==> config.mk <==
export PLATFORM = sky130hd
export DESIGN_NAME = dmem_dump_reader
export DESIGN_NICKNAME = d
export VERILOG_FILES = /design/src/rtl/dmem_dump_reader.sv
export SDC_FILE = /design/constraint.sdc
export NUM_CORES = 1
export LEC_CHECK = 0
export BUFFER_PORTS_ARGS = -buffer_cell sky130_fd_sc_hd__buf_2
export CORE_ASPECT_RATIO = 0.5
export CORE_UTILIZATION = 30
export DETAILED_ROUTE_END_ITERATION = 16
export GPL_TIMING_DRIVEN = 0
export SYNTH_ARGS = -nofsm -noshare
export SYNTH_HDL_FRONTEND = slang
export SYNTH_SLANG_ARGS = --single-unit
==> constraint.sdc <==
create_clock -name i_clk -period 2.3 [get_ports i_clk]
set_input_delay 0.115 -clock i_clk [delete_from_list [all_inputs] [get_ports i_clk]]
set_output_delay 0.115 -clock i_clk [all_outputs]
set_load 0.01 [all_outputs]
==> src/rtl/dmem_dump_reader.sv <==
// dmem_dump_reader: walks a word-address range of the byte-laned data memory,
// assembles little-endian 32-bit words and streams them out with their address.
// Optional feature macro: DMEM_DUMP_CHECKSUM_EN adds a running sum of emitted
// words on o_checksum; without it o_checksum is tied to zero.
module dmem_dump_reader #(
  parameter int unsigned ADDR_WIDTH = 8
) (
  input  logic                  i_clk,
  input  logic                  i_rst,
  input  logic                  i_start,
  input  logic [ADDR_WIDTH-1:0] i_base_addr,
  input  logic [ADDR_WIDTH:0]   i_word_count,
  output logic                  o_busy,
  output logic                  o_done,
  output logic                  o_mem_re,
  output logic [ADDR_WIDTH-1:0] o_mem_addr,
  input  logic [7:0]            i_mem_rdata_b0,
  input  logic [7:0]            i_mem_rdata_b1,
  input  logic [7:0]            i_mem_rdata_b2,
  input  logic [7:0]            i_mem_rdata_b3,
  output logic                  o_out_valid,
  input  logic                  i_out_ready,
  output logic [ADDR_WIDTH-1:0] o_out_addr,
  output logic [31:0]           o_out_data,
  output logic [31:0]           o_checksum
);

  localparam int unsigned AW = ADDR_WIDTH;
  localparam int unsigned CW = ADDR_WIDTH + 1;

  typedef enum logic [2:0] {
    S_IDLE,
    S_READ,
    S_CAPT,
    S_SEND,
    S_DONE
  } state_t;

  state_t          r_state;
  state_t          w_next;
  logic [AW-1:0]   r_addr;
  logic [AW-1:0]   w_addr_next;
  logic [CW-1:0]   r_remaining;
  logic            r_busy;
  logic            r_done;
  logic            r_mem_re;
  logic [AW-1:0]   r_mem_addr;
  logic            r_out_valid;
  logic [AW-1:0]   r_out_addr;
  logic [31:0]     r_out_data;
  logic            w_accept;
  logic            w_hs;
  logic            w_last;

  assign w_accept = (r_state == S_IDLE) && i_start;
  assign w_hs     = (r_state == S_SEND) && i_out_ready;
  assign w_last   = (r_remaining == CW'(1));

  // State register
  always_ff @(posedge i_clk or posedge i_rst) begin
    if (i_rst) begin
      r_state <= S_IDLE;
    end else begin
      r_state <= w_next;
    end
  end

  // Next-state logic and next word address
  always_comb begin
    w_next      = r_state;
    w_addr_next = r_addr;
    case (r_state)
      S_IDLE: begin
        if (i_start) begin
          w_addr_next = i_base_addr;
          w_next      = (i_word_count == CW'(0)) ? S_DONE : S_READ;
        end
      end
      S_READ: w_next = S_CAPT;
      S_CAPT: w_next = S_SEND;
      S_SEND: begin
        if (i_out_ready) begin
          w_addr_next = r_addr + AW'(1);
          w_next      = w_last ? S_DONE : S_READ;
        end
      end
      S_DONE:  w_next = S_IDLE;
      default: w_next = S_IDLE;
    endcase
  end

  // Registered status and memory strobes, decoded from the upcoming state
  always_ff @(posedge i_clk or posedge i_rst) begin
    if (i_rst) begin
      r_busy      <= 1'b0;
      r_done      <= 1'b0;
      r_mem_re    <= 1'b0;
      r_mem_addr  <= '0;
      r_out_valid <= 1'b0;
    end else begin
      r_busy      <= (w_next == S_READ) || (w_next == S_CAPT) || (w_next == S_SEND);
      r_done      <= (w_next == S_DONE);
      r_mem_re    <= (w_next == S_READ);
      r_out_valid <= (w_next == S_SEND);
      if (w_next == S_READ) begin
        r_mem_addr <= w_addr_next;
      end
    end
  end

  // Address walker and remaining-word counter
  always_ff @(posedge i_clk or posedge i_rst) begin
    if (i_rst) begin
      r_addr      <= '0;
      r_remaining <= '0;
    end else begin
      r_addr <= w_addr_next;
      if (w_accept) begin
        r_remaining <= i_word_count;
      end else if (w_hs) begin
        r_remaining <= r_remaining - CW'(1);
      end
    end
  end

  // Capture lane data into the output word, held stable through SEND
  always_ff @(posedge i_clk or posedge i_rst) begin
    if (i_rst) begin
      r_out_data <= '0;
      r_out_addr <= '0;
    end else if (r_state == S_CAPT) begin
      r_out_data <= {i_mem_rdata_b3, i_mem_rdata_b2, i_mem_rdata_b1, i_mem_rdata_b0};
      r_out_addr <= r_addr;
    end
  end

`ifdef DMEM_DUMP_CHECKSUM_EN
  logic [31:0] r_checksum;

  // Running modulo-2^32 sum of words accepted by the consumer
  always_ff @(posedge i_clk or posedge i_rst) begin
    if (i_rst) begin
      r_checksum <= '0;
    end else if (w_accept) begin
      r_checksum <= '0;
    end else if (w_hs) begin
      r_checksum <= r_checksum + r_out_data;
    end
  end

  assign o_checksum = r_checksum;
`else
  assign o_checksum = 32'h0;
`endif

  assign o_busy      = r_busy;
  assign o_done      = r_done;
  assign o_mem_re    = r_mem_re;
  assign o_mem_addr  = r_mem_addr;
  assign o_out_valid = r_out_valid;
  assign o_out_addr  = r_out_addr;
  assign o_out_data  = r_out_data;

endmodule
Word level (Yosys, flattened, before mapping)
Cells that the tools add are included.
Widths: inputs -> output; s select.

storage, ports and cells
  bits in read-only memories = 0
  word-level logic and storage cells = 37
  bits in latches = 0
  memories kept = 0
  output and inout port bits = 84
  RAM bits = 0
  register bits after elaboration = 72

operators by class
  equality and inequality tests = 8
  order comparisons = 0
  bitwise logic cells = 0
  reductions and logical operators = 7
  multipliers = 0
  shifts and indexed selects = 0
  div/mod/pow operators = 0
  add/subtract/negate cells = 2
  mux-type cells = 10

operators by type and width
  operator             number
  $mux 9               2
  $mux 8               2
  $pmux 8 s2           1
  $eq 3x2->1 const B   4
  $mux 3               4
  $pmux 3 s4           1
  $eq 9x1->1 const B   1
  $logic_not 9->1      1
  $sub 9x1->9 const B  1
  $add 8x1->8 const B  1
  $eq 3x1->1 const B   2
  $eq 3x3->1 const B   1
  $logic_not 3->1      1
  $logic_and 1x1->1    2
  $logic_or 1x1->1     2
  $reduce_bool 2->1    1

Longest topological paths before layout
Gate-level depths: netlist of the first run.

  word-level depth = 7
  depth in mapped cells = 7
  gate-level depth less buffers = 7

Least setup slack after synthesis of the first run
Ideal clock, no wire load.

  path type = register -> register
  from = register r_state[1]
  to = register r_mem_addr[0] (netlist: o_mem_addr[0])
  buffers on the path = 1
  stages on the path, launching flop included = 6
  data arrival time = 1.803 ns
  required time = 2.175 ns
  setup slack = 0.373 ns
  cells stage by stage = dfrtp_1 > buf_6 > nor4b_4 > a21oi_2 > nor3_4 > mux2_2

on the way
  word-level cells in the longest chain between the ends = 3

RTL lines
  what                                      RTL line  source
  start, declared                           39        state_t r_state;
  start signal, assigned                    64        r_state <= w_next;
  $eq 3x2->1, or another cell as far along  72        case (r_state)
  $pmux 3 s4                                72
  $eq 3x1->1                                105       if (w_next == S_READ) begin
  end signal, assigned                      106       r_mem_addr <= w_addr_next;
  end, declared                             47        logic [AW-1:0] r_mem_addr;

Parallel ways exist; a longest one is shown, timed or not.
A chain may end at the register's enable or synchronous reset.

Worst setup path in the final report of the first run
  from = register r_state[2]
  to = register r_mem_addr[5] (netlist: o_mem_addr[5])

on the way
  word-level cells in the longest chain between the ends = 3

RTL lines
  what                                      RTL line  source
  $eq 3x2->1, or another cell as far along  72
  $pmux 3 s4 *                              72
  net w_next[2]                             40        state_t w_next;
  $eq 3x1->1 *                              105

Mark *: on every way through the listed nets, which the timed path passes. The rest lies on a longest branch.

==> metrics.md, run 1 <==
| Metric | Value |
|---|---|
| Area delta synth->final | `34.6%` |
| First-pass GRT wire length | `about 12000 microns` |
| Met2 WL | `around 3300 microns` |
| Ant diodes | `0` |
| ANT nets after route | `0` |
| Placed cell area | `4160 sq um` |
| Port Buffers | `between 100 and 150` |
| Req. time, crit path | `2.51 ns` |
| Top cell type by total area after synthesis | `dfrtp_1` |
| Hold crit path type | `in2reg` |
| Leakage | `about 2.2 nW` |
| Yosys cell types | `40` |
| Final wirelength | `6940 microns` |
| Cts bufs inserted | `9` |
| Drt drc | `0` |
| Async set-or-reset flop fraction in the synthesized netlist | `100%` |
| FF-to-FF setup slack | `0.18 ns` |
| Vias in the first global route | `2336` |
| Reg2Reg Depth | `7` |
| Die width | `between 150 and 200 microns` |
| Row count | `26` |
| Reg2reg end | `o_mem_addr[5]$_DFFE_PP0P_` |
| DRT Pass-1 Iters | `4` |
| WL/cell | `~12 microns` |
| Syn Area/Cell | `12.1 sq um` |
| Synth Register Bits | `72` |
| Critical path, cell by cell | `buf_2, and4b_1, buf_2, nand3_1, nand2_1, nor3_4, mux2_2` |
| Final period utilization | `around 92%` |
| CTS Sinks | `approximately 70` |
| Avg Vias per Cell | `approximately 4.3` |
| CTS tree | `done` |
| Slowest cell on the critical path | `nor3_4` |
| Cell area after layout | `4470 sq um` |
| Count leader, synth | `dfrtp_1` |
| Worst flop-to-flop path startpoint | `r_state[2]$_DFF_PP0_` |
| Worst Path Max Fanout | `10` |
| Clock Path Buffers | `2` |
| RSZ-0062 raised after global routing | `no` |
| DR top layer | `met4` |
| Post-Syn Instances | `between 200 and 300` |
| DP HPWL | `5220 microns` |
| Status | `complete, no violations` |
| Area share of the largest cell type after synthesis | `between 50% and 60%` |
| GRT Resource Usage Total | `between 10% and 20%` |
| Critical path arrival | `between 2 and 2.5 ns` |
| Placer Congestion | `0.783` |
| Most area-consuming cells after synthesis | `dfrtp_1 (54%), mux2_2 (16%), buf_4 (7.5%)` |
| Metal-1 WL | `slightly above 3000 microns` |
| Die area | `11500 sq um` |
| CP endpoint kind | `register` |
| Initial Util | `31.7%` |
| Placed Cells incl. Taps | `550` |
| Clock Skews | `slightly below 0.006 ns` |
| Core Area | `around 10000 sq um` |
| Total congestion overflow | `0` |
| PostCTS Resize Cnt | `0` |
| Post-Syn Area | `3320 sq um` |
| Largest net degree at the start of global routing | `between 50 and 60` |
| Die H | `roughly 76 microns` |
| Post-synth top cells | `dfrtp_1 (72), mux2_2 (48), buf_4 (33), nand2_1 (21), o21ai_0 (14)` |
| Register area share after synthesis | `between 50 and 60%` |
| Num ports | `around 140` |
| Htree depth | `3` |
| Final setup fails | `0` |
| Slew HR | `approximately three fifths` |
| Synth Warn # | `0` |
| Endpoints failing hold | `0` |
| Slew @ Worst Pin | `approximately 0.6 ns` |
| Critical path's largest stage delay | `0.45 ns` |
| Setup CP Type | `reg2reg` |
| Reg clk slew, reported paths | `~0.060 ns` |
| Crit path time final | `between 2 and 2.5 ns` |
| Share of cells above drive strength 1 | `49.0%` |
| Slew Limit Fails | `0` |
| Met3 wire len | `about 520 microns` |
| Number of flops mapped to enable cells by yosys | `0` |
| Clock Latency Late Sink | `around 0.32 ns` |
| Fmax | `approximately 470 MHz` |
| Initial antenna violation count | `0` |
| Most used cell along the critical path | `buf_2` |
| First DRT Iteration DRCs | `between 100 and 150` |
| Number of max-cap violations | `0` |
| Non-Filler Instances | `between 500 and 600` |
| Root Driver | `clkbuf_16` |
| Worst setup SP type | `register` |
| Routed via count | `~2400` |
| Ys flop type | `dfrtp_1` |
| Layout Nets | `around 480` |
| Worst setup startpoint | `r_state[2]$_DFF_PP0_` |
| Power Density | `~1300 nW/um^2` |
| CP endpoint | `o_mem_addr[5]$_DFFE_PP0P_` |
| Peak VDD IR | `just over 300 uV` |
stage by stage:
stage	total power [mW]	setup TNS, ns	setup slack [ns]	utilization (%)	hold WS [ns]
2_1_floorplan	3.74	0	0.360	-	0.206
3_3_place_gp	4.50	-42.12	-0.580	39.4	0.344
3_5_place_dp	4.55	-0.531	-0.0718	39.7	0.0849
4_1_cts	5.86	0	0.112	42.6	0.00622
5_1_grt	6.23	0	0.00936	42.6	0.0116
6_report	5.77	0	0.178	42.6	0.0120
power by group:
| group | internal [mW] | switching, mW |
|---|---|---|
| clock network | 0.778 | 0.486 |
| logic | 1.16 | 1.13 |
| registers | 1.86 | 0.348 |
flip-flops by register name (all words and copies together) (netlist names):
name         flops
o_busy           1
o_done           1
o_mem_addr       8
o_mem_re         1
o_out_addr       8
o_out_data      32
o_out_valid      1
r_addr           8
r_remaining      9
r_state          3
routing by layer:
layer  global-route usage (%)  vias to the layer above
li1                         -                     1206
met1                     16.1                     1140
met2                     21.5                       78
met3                     3.95                        4
met4                     4.20                        0
met5                        0                        -
final cells by class:
type	instances	area, sq um
timing repair buffer	109	581
clock inverter	3	17.5
sequential	72	1800
clock buffer	12	256
tap	140	175
buffer	42	292
inverter	5	21.3
multi-input combinational	186	1320
fill	1018	6010
cells in the final DEF, fill, tap and decap left out, types with 2 or more instances in the layout:
cell / Yosys / layout
inv_1: 5 / 4
clkinv_2: 0 / 2
nor2b_1: 2 / 2
nand4_1: 4 / 4
nand2b_1: 3 / 3
xor2_1: 3 / 3
ha_1: 3 / 3
clkbuf_16: 0 / 9
a22oi_1: 2 / 2
buf_4: 33 / 36
nand3_1: 4 / 4
a221o_1: 2 / 2
o311ai_0: 2 / 2
o21ai_0: 14 / 14
xnor2_1: 6 / 6
a21oi_1: 5 / 5
nor4_1: 5 / 5
conb_1: 1 / 32
clkbuf_8: 0 / 2
nand2_1: 21 / 21
o21bai_1: 2 / 2
dfrtp_1: 72 / 72
clkbuf_1: 4 / 5
buf_2: 2 / 106
nor3_1: 4 / 4
buf_1: 2 / 2
mux2_2: 48 / 48
nor2_1: 10 / 10
repair_timing:
| action | in CTS | in global routing |
|---|---|---|
| pin swaps | 2 | 1 |
| endpoints found under the setup margin | 8 | 7 |
| hold buffers | 1 | 0 |
| buffers inserted | 3 | 0 |
| hold endpoints to repair | 19 | 0 |
critical path, delay by kind of cell, from the launching register on:
family / cells / cell delay, ns
buffers and inverters: 2 / 0.38
DFF: 1 / 0.32
muxes: 1 / 0.39
and+or+nand+nor: 4 / 0.91
worst min-delay path by stage:
| stage | from | endpoint | slack, ns | depth (start not counted) |
|---|---|---|---|---|
| detailed placement | i_rst | o_out_data[5]$_DFFE_PP0N_ | 0.08 | 2 |
| global route | i_mem_rdata_b3[7] | o_out_data[31]$_DFFE_PP0N_ | 0.01 | 2 |
| CTS | i_mem_rdata_b1[1] | o_out_data[9]$_DFFE_PP0N_ | 0.006 | 2 |
| floorplan | i_out_ready | o_out_valid$_DFF_PP0_ | 0.21 | 1 |
| finish | i_word_count[2] | r_remaining[2]$_DFFE_PP0P_ | 0.01 | 3 |
| global placement | i_word_count[5] | r_remaining[5]$_DFFE_PP0P_ | 0.34 | 3 |
cell families after synthesis:
| logic type | Yosys count | synth area share (%) |
|---|---|---|
| compound gates | 32 | 6.11 |
| xor+xnor | 9 | 2.38 |
| fa+ha+maj | 3 | 1.13 |
| buf+inv | 47 | 9.35 |
| flops | 72 | 54.3 |
| mux | 48 | 16.3 |
| other cells | 1 | 0.113 |
| simple gates | 62 | 10.3 |
Note: power is estimated with default switching activity, not from simulation.
==> run 2: changes to the inputs <==
- HOLD_SLACK_MARGIN: not set -> 0.03
==> run 2 against run 1 <==
Against the previous run:
- wire length grew 8.0%
- die area is the same
- clock-buffer cell count unchanged
==> metrics.md, run 2 (synthesis results as in run 1) <==
| Metric | Value |
|---|---|
| Worst setup startpoint | `r_remaining[0]$_DFFE_PP0P_` |
| Internal power | `3.84 mW (+1.1%)` |
| Layout Nets | `518 (+7.7%)` |
| Share of cells above drive strength 1 | `45.1% (-3.9 points)` |
| Endpoints failing hold | `0 (unchanged)` |
| Reg2Reg Depth | `6 (-1)` |
| Critical path's largest stage delay | `0.51 ns (+0.06 ns)` |
| DP HPWL | `5220 microns (unchanged)` |
| Peak VDD IR | `311 uV (+0.69%)` |
| Core Area | `10500 sq um (unchanged)` |
| Worst Path Max Fanout | `9 (-1)` |
| ANT nets after route | `0 (unchanged)` |
| Die width | `151 microns (unchanged)` |
| Fmax | `471 MHz (about the same)` |
| Vias in the first global route | `2477 (+6.0%)` |
| CTS Sinks | `72 (unchanged)` |
| Sw frac | `34.2% (about the same)` |
| Cts bufs inserted | `9 (unchanged)` |
| Clock Power Share | `21.8% (about the same)` |
| Commonest cells after routing, fill and taps aside | `buf_2 (106), dfrtp_1 (72), mux2_2 (48), dlygate4sd3_1 (38), buf_4 (36)` |
| Req. time, crit path | `2.51 ns (about the same)` |
| Area delta synth->final | `45.8%` |
| Critical path arrival | `2.33 ns (about the same)` |
| Htree depth | `3 (unchanged)` |
| First-pass GRT wire length | `12300 microns (+5.9%)` |
| Largest register FFs | `32 (unchanged)` |
| Metal-1 WL | `3340 microns (+8.0%)` |
| DRT Pass-1 Iters | `4 (unchanged)` |
| Drt drc | `0 (unchanged)` |
| Final setup fails | `0 (unchanged)` |
| Final period utilization | `92.3% (about the same)` |
| Power after layout | `5.83 mW (+1.1%)` |
| FF-to-FF setup slack | `0.18 ns (about the same)` |
| GRT Resource Usage Total | `13.8% (+0.82 points)` |
| Root Driver | `clkbuf_16` |
| Status | `complete, no violations` |
| Filler instances | `978 (-3.9%)` |
| Die area | `11500 sq um (unchanged)` |
| Port Buffers | `104 (unchanged)` |
| Final wirelength | `7500 microns (+8.0%)` |
| Slew Limit Fails | `0 (unchanged)` |
| CP endpoint kind | `register` |
| Total Neg Setup Slack | `0 ns (unchanged)` |
| Reg clk slew, reported paths | `0.05 ns (about the same)` |
| Initial antenna violation count | `0 (unchanged)` |
| Commonest non-fill, non-tap cell in the layout | `buf_2` |
| RSZ-0062 raised after global routing | `no` |
| Number of max-cap violations | `0 (unchanged)` |
| Setup CP Type | `reg2reg` |
| First DRT Iteration DRCs | `129 (+16%)` |
| Leakage | `2.36 nW (+7.0%)` |
| Crit path time final | `2.12 ns (+0.00119 ns)` |
| Reg2reg end | `o_mem_addr[5]$_DFFE_PP0P_` |
| Worst flop-to-flop path startpoint | `r_remaining[0]$_DFFE_PP0P_` |
| Placer Congestion | `0.783 (unchanged)` |
| Met2 WL | `3590 microns (+9.7%)` |
| DR top layer | `met4` |
| Reported net switching power | `1.99 mW (+1.2%)` |
| Total congestion overflow | `0 (unchanged)` |
| Clock Path Buffers | `2 (unchanged)` |
| Slowest cell on the critical path | `nor3_4` |
| Routed via count | `2566 (+5.7%)` |
| Die H | `76.4 microns (unchanged)` |
| Hold slack final | `0.0408 ns (+0.0288 ns)` |
| Slew HR | `59.9% (-0.62 points)` |
| WL/cell | `12.4 microns (+1.4%)` |
| Sequential group share of total power | `37.9% (-0.4 points)` |
| Largest net degree at the start of global routing | `54 (unchanged)` |
| Met3 wire len | `486 microns (-5.6%)` |
| Clock Latency Late Sink | `0.32 ns (about the same)` |
| Initial Util | `31.7% (unchanged)` |
| Clock Skews | `0.00568 ns (-0.000232 ns)` |
| Ant diodes | `0 (unchanged)` |
| HP Start | `i_word_count[3]` |
| Num ports | `137 (unchanged)` |
| Slew @ Worst Pin | `0.601 ns (+0.0148 ns)` |
| CP endpoint | `o_mem_addr[5]$_DFFE_PP0P_` |
| Combinational group share of total power | `40.4% (+0.6 points)` |
| Power Density | `1210 nW/um^2 (-6.6%)` |
| Row count | `26 (unchanged)` |
| CTS tree | `done` |
| Avg Vias per Cell | `4.23 (-0.77%)` |
| Hold crit path type | `in2reg` |
| Worst setup SP type | `register` |
| Critical path, cell by cell | `ha_1, nor4b_1, a41oi_1, a21oi_2, nor3_4, mux2_2` |
==> run 2: layout make-up <==
class / count / area, sq um / area share, %
well taps: 140 / 175 / 3.62
flip-flops and latches: 72 / 1800 / 37.2
clock buffers: 12 / 256 / 5.30
clock inverters: 3 / 17.5 / 0.362
plain buffers: 42 / 292 / 6.03
multi-input cells: 186 / 1320 / 27.3
inverters: 5 / 21.3 / 0.440
repair buffers: 146 / 951 / 19.7
==> run 2: how the worst min path moves through the flow <==
stage / endpoint / cells after the start / slack, ns
after detailed placement: o_out_data[5]$_DFFE_PP0N_ / 2 / 0.08
after CTS: o_out_data[11]$_DFFE_PP0N_ / 2 / 0.03
final: r_remaining[3]$_DFFE_PP0P_ / 3 / 0.04
after global placement: r_remaining[5]$_DFFE_PP0P_ / 3 / 0.34
after floorplan: o_out_valid$_DFF_PP0_ / 1 / 0.21
after global routing: o_out_data[8]$_DFFE_PP0N_ / 2 / 0.03
==> run 2: routing by layer <==
layer,up-vias,GRT usage (%)
li1,1279,-
met4,0,4.50
met1,1200,17.0
met2,81,23.3
met5,-,0
met3,6,3.89
==> run 2: worst max-delay path, delay by kind of cell, from the launching register on <==
family                     cells  cell delay (ns)
adders and majority gates      1             0.20
and+or+nand+nor                2             0.66
DFF                            1             0.42
AOI/OAI and AO/OA              2             0.33
muxes                          1             0.39
==> run 2: metrics by stage <==
| step | utilization (%) | setup WS, ns | area, sq um | instances |
|---|---|---|---|---|
| finish | 46.2 | 0.177 | 4840 | 606 |
| global route | 46.2 | 0.00936 | 4840 | 606 |
| CTS | 46.1 | 0.112 | 4830 | 605 |
| detailed placement | 39.7 | -0.0718 | 4160 | 550 |
| global placement | 39.4 | -0.580 | 4130 | 549 |
| floorplan | - | 0.360 | 3430 | 305 |
==> run 2: what timing repair did <==
action                                  4_1_cts  5_1_grt
hold buffers                                 37        1
gates resized for setup                       0        0
hold endpoints to repair                     55        1
endpoints found under the setup margin        8        7
setup buffers                                 3        0
pin swaps                                     2        1
==> run 2: power by group through the flow <==
stage	Clock [mW]	Sequential (mW)	Combinational, mW
global placement	0	2.22	2.28
detailed placement	0	2.23	2.32
floorplan	0	2.40	1.35
finish	1.27	2.21	2.35
global route	1.38	2.31	2.61
CTS	1.32	2.21	2.38
==> run 3: changes to the inputs <==
- HOLD_SLACK_MARGIN: 0.03 -> 0.1
==> run 3 against run 2 <==
Against the previous run:
- wire length up 3.7%
- worst hold slack better by 0.22 ns
- via count up 2.0%
- clock skew about the same
- combinational power about the same
- critical endpoint unchanged
==> metrics.md, run 3 (synthesis results as in run 1) <==
| Metric | Value |
|---|---|
| DP HPWL | `5220 microns (unchanged)` |
| Worst Path Max Fanout | `9 (unchanged)` |
| Vias in the first global route | `2551 (+3.0%)` |
| Layout Utilization | `47.3% (+1.1 points)` |
| Core Area | `10500 sq um (unchanged)` |
| Seq. cell area | `1800 sq um (unchanged)` |
| Layout Nets | `530 (+2.3%)` |
| Slew Limit Fails | `0 (unchanged)` |
| Htree depth | `3 (unchanged)` |
| Slew @ Worst Pin | `0.597 ns (-0.00412 ns)` |
| Clock Path Buffers | `2 (unchanged)` |
| Largest net degree at the start of global routing | `54 (unchanged)` |
| Power Density | `1180 nW/um^2 (-2.0%)` |
| Root Driver | `clkbuf_16` |
| Final period utilization | `92.5% (+0.15 points)` |
| Die width | `151 microns (unchanged)` |
| Setup CP Type | `reg2reg` |
| Critical path arrival | `2.33 ns (about the same)` |
| Final setup fails | `0 (unchanged)` |
| CP endpoint kind | `register` |
| Clock Skews | `0.00529 ns (-0.000390 ns)` |
| Reg clk slew, reported paths | `0.05 ns (about the same)` |
| CTS tree | `done` |
| Placer Congestion | `0.783 (unchanged)` |
| Area of the multi-input gates | `1320 sq um (unchanged)` |
| Clock Latency Late Sink | `0.32 ns (about the same)` |
| Share of cells above drive strength 1 | `43.9% (-1.1 points)` |
| Req. time, crit path | `2.51 ns (about the same)` |
| RSZ-0062 raised after global routing | `no` |
| Status | `complete, no violations` |
| Filler instances | `969 (-0.92%)` |
| Hold crit path type | `in2reg` |
| Routed via count | `2617 (+2.0%)` |
| Worst slack, placed | `-0.0718 ns (unchanged)` |
| Die area | `11500 sq um (unchanged)` |
| Initial Util | `31.7% (unchanged)` |
| ANT nets after route | `0 (unchanged)` |
| Final wirelength | `7770 microns (+3.7%)` |
| Leakage | `2.41 nW (+2.1%)` |
| Endpoints failing hold | `0 (unchanged)` |
| WL/cell | `12.6 microns (+1.7%)` |
| Slew HR | `60.2% (+0.27 points)` |
| Largest register FFs | `32 (unchanged)` |
| Worst Setup Slack, final | `0.173 ns (-0.00346 ns)` |
| Port Buffers | `104 (unchanged)` |
| Ant diodes | `0 (unchanged)` |
| Fmax | `470 MHz (-0.16%)` |
| Area delta synth->final | `49.4%` |
| Die H | `76.4 microns (unchanged)` |
| First-pass GRT wire length | `12600 microns (+2.6%)` |
| CTS Sinks | `72 (unchanged)` |
| Total congestion overflow | `0 (unchanged)` |
| Commonest cells after routing, fill and taps aside | `buf_2 (106), dfrtp_1 (72), dlygate4sd3_1 (50), mux2_2 (48), buf_4 (36)` |
| Cts bufs inserted | `9 (unchanged)` |
| GRT Resource Usage Total | `14.2% (+0.40 points)` |
| Crit path time final | `2.13 ns (+0.00346 ns)` |
| Number of max-cap violations | `0 (unchanged)` |
| Row count | `26 (unchanged)` |
| Worst setup SP type | `register` |
| Num ports | `137 (unchanged)` |
| Avg Vias per Cell | `4.23 (about the same)` |
| Power after layout | `5.85 mW (+0.41%)` |
| First DRT Iteration DRCs | `121 (-6.2%)` |
| Drt drc | `0 (unchanged)` |
| Initial antenna violation count | `0 (unchanged)` |
| DRT Pass-1 Iters | `4 (unchanged)` |
| Peak VDD IR | `346 uV (+11%)` |
| Commonest non-fill, non-tap cell in the layout | `buf_2` |
-- run 3: changes by cell type in the layout (fill, tap and decap cells not counted) --
cell / delta
dlygate4sd3_1: +12
-- run 3: through the flow --
stage               std cells  cell area, sq um  setup TNS, ns  hold WS, ns
floorplan                 305              3430              0        0.206
global placement          549              4130         -42.12        0.344
detailed placement        550              4160         -0.531       0.0849
CTS                       618              4960              0        0.241
global route              618              4960              0        0.274
finish                    618              4960              0        0.256
-- run 3: layout make-up --
class | instances | area share (%)
sequential | 72 | 36.3
multi-input combinational | 186 | 26.7
timing repair buffer | 158 | 21.6
buffer | 42 | 5.88
clock buffer | 12 | 5.17
tap | 140 | 3.53
inverter | 5 | 0.429
clock inverter | 3 | 0.353
-- run 3: where the power goes --
| part | internal (mW) | switching, mW | leakage (nW) |
|---|---|---|---|
| Sequential | 1.86 | 0.359 | 0.884 |
| Clock | 0.778 | 0.484 | 0.134 |
| Combinational | 1.22 | 1.16 | 1.39 |
| Total | 3.85 | 2.00 | 2.41 |
-- run 3: repair_timing --
| action | 4_1_cts | 5_1_grt |
|---|---|---|
| endpoints found under the setup margin | 8 | 5 |
| resized for setup | 0 | 0 |
| hold buffers | 50 | 0 |
| setup buffers | 3 | 0 |
| endpoints found under the hold margin | 121 | 0 |
| pin swaps | 2 | 1 |
-- run 3: final timing paths --
path,start,endpoint,slack (ns),cells after the start
max in group asynchronous,i_rst,o_out_data[23]$_DFFE_PP0N_,1.47,4
min in group asynchronous,i_rst,o_out_data[10]$_DFFE_PP0N_,0.29,3
min reg2reg,o_out_data[30]$_DFFE_PP0N_,o_out_data[30]$_DFFE_PP0N_,0.50,1
max,r_remaining[0]$_DFFE_PP0P_,o_mem_addr[5]$_DFFE_PP0P_,0.17,6
min,i_start,r_addr[7]$_DFF_PP0_,0.26,4
max reg2reg,r_remaining[0]$_DFFE_PP0P_,o_mem_addr[5]$_DFFE_PP0P_,0.17,6
-- run 3: layer usage --
layer  up-vias  GRT usage, %  wire length (microns)
li1       1301             -                      -
met5         -             0                      0
met1      1225          17.1                   3360
met3         8          3.89                    475
met2        83          24.4                   3850
met4         0          4.50                     84
-- run 3: critical path, stage by stage, from the launching register on --
cell and delay (ns):
dfrtp_1 0.42, ha_1 0.20, nor4b_1 0.15, a41oi_1 0.24, a21oi_2 0.09, nor3_4 0.51
mux2_2 0.39
